File: src/rtl/fetch_pkg.sv
// Shared definitions for the instruction-fetch stage.
package fetch_pkg;

  // ADDI x0, x0, 0 -- the canonical RV32I NOP used for pipeline bubbles.
  localparam logic [31:0] NOP_INST = 32'h0000_0013;

  // PC value loaded on reset unless the instance overrides it.
  localparam logic [31:0] DEFAULT_RESET_ADDR = 32'h0000_0000;

  typedef enum logic [0:0] {
    StRun  = 1'b0,
    StHalt = 1'b1
  } fetch_state_e;

endpackage

File: src/rtl/if_id_reg.sv
// IF/ID pipeline register: instruction, its PC, PC+4 and a valid flag.
// Priority inside the register: reset > flush > hold > load.
// flush replaces the instruction with a NOP bubble but keeps pc/pc4.
module if_id_reg
  import fetch_pkg::*;
(
  input  logic        clk_i,
  input  logic        rst_i,
  input  logic        hold_i,
  input  logic        flush_i,
  input  logic [31:0] inst_i,
  input  logic [31:0] pc_i,
  input  logic [31:0] pc4_i,
  output logic [31:0] inst_o,
  output logic [31:0] pc_o,
  output logic [31:0] pc4_o,
  output logic        valid_o
);

  logic [31:0] inst_q, pc_q, pc4_q;
  logic        valid_q;

  // Pipeline register update with synchronous reset.
  always_ff @(posedge clk_i) begin
    if (rst_i) begin
      inst_q  <= NOP_INST;
      pc_q    <= 32'h0000_0000;
      pc4_q   <= 32'h0000_0004;
      valid_q <= 1'b0;
    end else if (flush_i) begin
      inst_q  <= NOP_INST;
      valid_q <= 1'b0;
    end else if (!hold_i) begin
      inst_q  <= inst_i;
      pc_q    <= pc_i;
      pc4_q   <= pc4_i;
      valid_q <= 1'b1;
    end
  end

  assign inst_o  = inst_q;
  assign pc_o    = pc_q;
  assign pc4_o   = pc4_q;
  assign valid_o = valid_q;

endmodule

File: src/rtl/fetch_stage.sv
// RV32I instruction-fetch stage: PC, RUN/HALT state machine and the
// redirect > halt > stall > advance priority logic feeding IF/ID.
// Optional macro FETCH_MISALIGN_FAULT_EN: a redirect to a target that is
// not 4-byte aligned halts fetch and raises a sticky o_fetch_fault instead
// of loading the target with its low bits cleared.
module fetch_stage
  import fetch_pkg::*;
#(
  parameter logic [31:0] RESET_ADDR = DEFAULT_RESET_ADDR
) (
  input  logic        i_clk,
  input  logic        i_rst,
  output logic [31:0] o_imem_raddr,
  input  logic [31:0] i_imem_rdata,
  input  logic        i_stall,
  input  logic        i_redirect,
  input  logic [31:0] i_redirect_pc,
  input  logic        i_halt,
  output logic [31:0] o_if_id_inst,
  output logic [31:0] o_if_id_pc,
  output logic [31:0] o_if_id_pc4,
  output logic        o_if_id_valid,
`ifdef FETCH_MISALIGN_FAULT_EN
  output logic        o_fetch_fault,
`endif
  output logic        o_halted
);

  fetch_state_e state_q, state_d;
  logic [31:0]  pc_q, pc_d;
  logic [31:0]  pc_plus4;
  logic [31:0]  redirect_target;
  logic         ifid_hold, ifid_flush;
  logic         fault_set;

  assign pc_plus4        = pc_q + 32'd4;
  assign redirect_target = i_redirect_pc & 32'hFFFF_FFFC;

  // State register.
  always_ff @(posedge i_clk) begin
    if (i_rst) begin
      state_q <= StRun;
    end else begin
      state_q <= state_d;
    end
  end

  // Next-state and datapath control, in redirect > halt > stall > advance order.
  always_comb begin
    state_d    = state_q;
    pc_d       = pc_q;
    ifid_hold  = 1'b0;
    ifid_flush = 1'b0;
    fault_set  = 1'b0;
    unique case (state_q)
      StRun: begin
        if (i_redirect) begin
          // A same-cycle i_halt is from the wrong path and is dropped here.
          ifid_flush = 1'b1;
`ifdef FETCH_MISALIGN_FAULT_EN
          if (i_redirect_pc[1:0] != 2'b00) begin
            state_d   = StHalt;
            fault_set = 1'b1;
          end else begin
            pc_d = redirect_target;
          end
`else
          pc_d = redirect_target;
`endif
        end else if (i_halt) begin
          state_d    = StHalt;
          ifid_flush = 1'b1;
        end else if (i_stall) begin
          ifid_hold = 1'b1;
        end else begin
          pc_d = pc_plus4;
        end
      end
      StHalt: begin
        // IF/ID already holds the bubble written on entry.
        ifid_hold = 1'b1;
      end
      default: begin
        state_d = StRun;
      end
    endcase
  end

  // Output decode of the state register.
  always_comb begin
    o_halted = (state_q == StHalt);
  end

  // Program counter.
  always_ff @(posedge i_clk) begin
    if (i_rst) begin
      pc_q <= RESET_ADDR;
    end else begin
      pc_q <= pc_d;
    end
  end

`ifdef FETCH_MISALIGN_FAULT_EN
  logic fault_q;

  // Sticky misalignment fault, cleared only by reset.
  always_ff @(posedge i_clk) begin
    if (i_rst) begin
      fault_q <= 1'b0;
    end else begin
      fault_q <= fault_q | fault_set;
    end
  end

  assign o_fetch_fault = fault_q;
`else
  logic unused_fault;
  assign unused_fault = fault_set;
`endif

  assign o_imem_raddr = pc_q;

  if_id_reg u_if_id_reg (
    .clk_i   (i_clk),
    .rst_i   (i_rst),
    .hold_i  (ifid_hold),
    .flush_i (ifid_flush),
    .inst_i  (i_imem_rdata),
    .pc_i    (pc_q),
    .pc4_i   (pc_plus4),
    .inst_o  (o_if_id_inst),
    .pc_o    (o_if_id_pc),
    .pc4_o   (o_if_id_pc4),
    .valid_o (o_if_id_valid)
  );

endmodule

File: config.mk
export PLATFORM = sky130hd
export DESIGN_NAME = fetch_stage
export DESIGN_NICKNAME = d
export VERILOG_FILES = /design/src/rtl/fetch_pkg.sv /design/src/rtl/if_id_reg.sv /design/src/rtl/fetch_stage.sv
export SDC_FILE = /design/constraint.sdc
export NUM_CORES = 1
export LEC_CHECK = 0
export BUFFER_PORTS_ARGS = -buffer_cell sky130_fd_sc_hd__buf_2
export CAP_MARGIN = 20
export CORE_UTILIZATION = 45
export DETAILED_ROUTE_END_ITERATION = 8
export PLACE_DENSITY_LB_ADDON = 0.2
export SLEW_MARGIN = 15
export SYNTH_ARGS = -nofsm -noshare
export SYNTH_HDL_FRONTEND = slang
export SYNTH_SLANG_ARGS = --single-unit
File: constraint.sdc
create_clock -name i_clk -period 2.1 [get_ports i_clk]
set_clock_uncertainty 0.1 [all_clocks]
set_input_delay 0.105 -clock i_clk [delete_from_list [all_inputs] [get_ports i_clk]]
set_output_delay 0.105 -clock i_clk [all_outputs]
set_load 0.005 [all_outputs]
After elaboration in Yosys (flattened, before gate mapping)

Index checks and enable logic that the tools add are counted.

Logic and storage cells: 27
RAM bits: 0
Bits in read-only memories: 0
Bits in latches: 0
Output and inout port bits: 130
Input bits: 69
Memories: 0
Register bits: 130

Add/sub/neg operators: 1
Bitwise gates (word level): 3
Equality and inequality tests: 2
Reductions and logical operators: 3
Muxes and demuxes: 12
Shift-type cells: 0
Magnitude comparators: 0
Multipliers: 0
Div/mod/pow operators: 0

Operators by type and width:

| kind                                          | number |
|---|---|
| two-way mux 32 bit                            | 3 |
| adder 32 x 3 -> 32 bit, second input constant | 1 |
| two-way mux 1 bit                             | 8 |
| inverter 1 bit                                | 3 |
| AND reduction 3 bit                           | 1 |
| != test 2 x 1 -> 1 bit, second input constant | 1 |
| != test 2 bit, second input constant          | 1 |
| one-hot mux 1 bit (2 select lines)            | 1 |
| AND reduction 2 bit                           | 1 |
| OR reduction 2 bit                            | 1 |

Depth between registers and ports, before layout

Depth after elaboration: 6
Gate-level depth with buffers: 8
Gate-level depth less buffers: 6

Modules after synthesis

A second synthesis with hierarchy kept.

Cell total of the unflattened synthesis: 722
Area, all modules: 6192.2 sq um

By module, submodules not included:

| module      | sequential area each (sq um) | times used | cells an instance | area an instance (sq um) |
|---|---|---|---|---|
| if_id_reg   | 1941.9                       | 1          | 399               | 3824.9 |
| fetch_stage | 620.6                        | 1          | 323               | 2367.3 |

Worst setup path after synthesis

OpenSTA, ideal clock, no wires.

Kind: reg-to-reg
From: register pc_q[6], in the netlist o_imem_raddr[6]
To: register pc_q[25], in the netlist o_imem_raddr[25]
Path buffers: 2
Period minus slack after synthesis: 2.047 ns
Cell stages (with the launch flop): 8
Setup time: 0.074 ns
Data required time: 1.926 ns
Path slack: 0.053 ns
Data arrival time: 1.872 ns
Cells stage by stage: dfxtp_1 buf_2 and4_1 buf_2 nand4_1 or4_1 or3_1 a31oi_1

Cells in the longest elaborated chain, start to end: 4

RTL lines:

| item                   | RTL line          | RTL |
|---|---|---|
| from (decl)            | fetch_stage.sv:30 | `logic [31:0] pc_q, pc_d;` |
| from (signal assigned) | fetch_stage.sv:99 | `pc_q <= pc_d;` |
| adder 32 x 3 -> 32 bit | fetch_stage.sv:36 | `assign pc_plus4 = pc_q + 32'd4;` |
| two-way mux 32 bit     | fetch_stage.sv:73 | `end else if (i_stall) begin` |
| two-way mux 32 bit     | fetch_stage.sv:70 | `end else if (i_halt) begin` |
| two-way mux 32 bit     | fetch_stage.sv:57 | `if (i_redirect) begin` |

No other way between the ends. The select of a mux whose other input is x is not followed.
A chain may end at the register's enable or synchronous reset.

Worst setup path in the final report

From: register pc_q[16], in the netlist o_imem_raddr[16]
To: register u_if_id_reg.pc4_q[30], in the netlist u_if_id_reg.pc4_o[30]

Cells in the longest elaborated chain, start to end: 1

RTL lines:

| item                   | RTL line          | RTL |
|---|---|---|
| adder 32 x 3 -> 32 bit | fetch_stage.sv:36 |  |
| to (signal assigned)   | if_id_reg.sv:36   | `pc4_q <= pc4_i;` |
| to (decl)              | if_id_reg.sv:20   | `logic [31:0] inst_q, pc_q, pc4_q;` |

No other way between the ends.

==> reports/metrics.csv <==
metric,value,unit
status,finished clean,
numClockSinks,124,
yosys_warnings,0,
grt_antenna_before_repair,0,
synthToLayoutAreaGrowth,43.5,%
core.rowCount,40,
fmaxAchievable,0.502,GHz
synth-edff-count,0,
grt.overflow.total,0,
clk_latency,410,ps
hp-class,in2reg,
hold_depth,5,
ys_seq_elements,124,
layoutNonFillerInstCount,1101,
numPortBuffers,190,
worst_pin_slew,922,ps
dp.cells,1012,
grt_pass1_wl,28000,um
fin_crit,1990,ps
crit_fanout,4,
vias,6001,
setup_viol,0,
hold_viol_final,0,
core_area,0.0122,sq mm
layout-drive-gt1-share,35.7,%
r2r_cells,5,
cpPeakStageDelay,610,ps
cp.depth,5,
dpl.hpwl,12500,um
synth_area_leaders,"dfxtp_1 (44%), nand2_1 (6.6%), o221a_2 (5.7%), a21oi_1 (4.5%), nor2_1 (4.2%)",
arrival,2230,ps
start_util,46.8,%
cts_tree,built,
cp.buffers_inverters,0,
worstSetupPathType,reg2reg,
root_buffer,clkbuf_16,
synth_cells,665,
dieArea,0.0131,sq mm
relSlewSlack,38.5,%
path_cells,"nand3_1, or4_4, nor4_4, xnor2_1, a211oi_2",
cap_violations,0,
wirelength,18200,um
final_nets,991,
drt_iter0_drc,351,
p_leak,3.52,nW
drt_pass1_iterations,5,
cts.clk_slew.worst_paths,60,ps
grt_use_total,27.7,%
yosysTopAreaCell,dfxtp_1,
gp_congestion,0.877,
viasPerCell,5.45,
synth_area_per_cell,8.56,sq um
fillers,1031,
required,2340,ps
ant_nets,0,
ys_seq_area_share,43.6,%
grt_max_degree,53,
fin_crit_sh,94.8,%
final_common_cell,buf_2,
num_io_pins,199,
end_kind,flip-flop,
antennaDiodeCount,0,
syn_area,0.00569,sq mm
cpLargestDelayFamily,simple AND/OR/NAND/NOR gates,
whs,24.4,ps
route.detailed.drc,0,
die_w,114,um
power_density,790,mW/mm^2
critPathSlowestCell,or4_4,
ys_types,59,
cts_buffers,17,
mostFrequentLayoutCells,"buf_2 (189), dfxtp_1 (120), nand2_1 (100)",
vdd_drop_max,655,uV
cts_max_level,4,
wl_per_cell,16.6,um
ys_async_sr_fraction,0,%
crit_path_start_kind,flip-flop,
post_cts_buffers,0,
clk_path_buf_depth,2,
grt_pass1_vias,5695,
netlist.area_leader.share,43.6,%
die_y,114,um
synthFlopType,dfxtp_1,
slew_viol_final,0,
per-layer routing:
metal | vias up | track usage (%) | part of all wire, %
li1 | 2902 | - | -
met1 | 2801 | 34.4 | 44
met2 | 260 | 46.1 | 47
met3 | 38 | 6.62 | 7.0
met4 | 0 | 11.3 | 2.3
met5 | - | 0 | 0
logic make-up (layout without fill, tap and decap cells):
| kind of cell | count (synthesis) | count (layout) | share of synthesized area [%] |
|---|---|---|---|
| adder cells (fa/ha/maj) | 1 | 1 | 0.220 |
| AO/OA/AOI/OAI | 178 | 178 | 22.7 |
| AND/OR/NAND/NOR | 257 | 257 | 21.6 |
| other | 1 | 6 | 0.0659 |
| flip-flops | 124 | 124 | 43.6 |
| multiplexers | 2 | 2 | 0.352 |
| XOR/XNOR | 24 | 24 | 3.69 |
| buffers and inverters | 78 | 341 | 7.76 |
power by group:
part	total, mW	internal [mW]	switching (mW)
sequential	2.54	2.46	0.0790
combinational	0.840	0.394	0.447
clock	3.08	1.98	1.09
total	6.45	4.83	1.62
timing repair:
item                                    in CTS  in global routing
hold endpoints to repair                    55                  0
resized for setup                            0                 13
hold buffers                                58                  0
endpoints found under the setup margin       0                 17
metrics by stage:
| stage | setup WS (ps) | utilization (%) | area [sq um] | power, mW | TNS [ps] |
|---|---|---|---|---|---|
| after global placement | 141 | 56.9 | 6920 | 3.30 | 0 |
| after global routing | -4.12 | 67.2 | 8170 | 6.68 | -5.21 |
| final | 109 | 67.2 | 8170 | 6.45 | 0 |
| after floorplan | 53.3 | - | 5710 | 3.01 | 0 |
| after CTS | 52.0 | 66.8 | 8120 | 6.47 | 0 |
| after detailed placement | 85.5 | 56.9 | 6920 | 3.32 | 0 |
sequential cells by signal (all words and copies together), names as in the netlist:
| register | cells |
|---|---|
| u_if_id_reg.inst_o | 32 |
| u_if_id_reg.valid_o | 1 |
| u_if_id_reg.pc4_o | 30 |
| u_if_id_reg.pc_o | 30 |
| o_imem_raddr | 30 |
| o_halted | 1 |
worst paths after layout:
check,from,to,slack [ps]
setup / recovery,o_imem_raddr[16],u_if_id_reg.pc4_o[30],110
hold / removal,i_redirect_pc[10],o_imem_raddr[10],20
setup reg to reg,o_imem_raddr[16],u_if_id_reg.pc4_o[30],110
hold reg to reg,u_if_id_reg.pc_o[24],u_if_id_reg.pc_o[24],350
cells in the mapped netlist (3+ instances only):
master and n:
a211oi_1 29, a21oi_1 51, and3_1 4, o31ai_1 7
nand2_1 100, nor2_1 63, and4_1 4, buf_2 8
nor2b_1 4, nor3_1 13, o21ai_0 20, and2_1 5
buf_6 11, dfxtp_1 124, buf_4 7, nand4_1 9
xnor2_1 16, o221a_2 29, nor4_1 11, a21o_1 3
or3_1 3, clkbuf_1 43, a22oi_1 7, a31oi_1 8
nand3_1 22, inv_1 5, a311oi_1 3, nand2b_1 4
xor2_1 8
area by class of cell:
| class | count | area, sq um | area share [%] |
|---|---|---|---|
| clock buffer | 17 | 425 | 5.21 |
| multi-input combinational | 468 | 2840 | 34.8 |
| tap | 168 | 210 | 2.57 |
| clock inverter | 14 | 196 | 2.41 |
| timing repair buffer | 305 | 1990 | 24.3 |
| sequential | 124 | 2490 | 30.5 |
| inverter | 5 | 18.8 | 0.230 |
worst reg2reg max path: stages, from the launching register on:
cell and delay (ps):
dfxtp_1 360, nand3_1 120, or4_4 610, nor4_4 390, xnor2_1 130, a211oi_2 210
(Power assumes the default switching activity.)
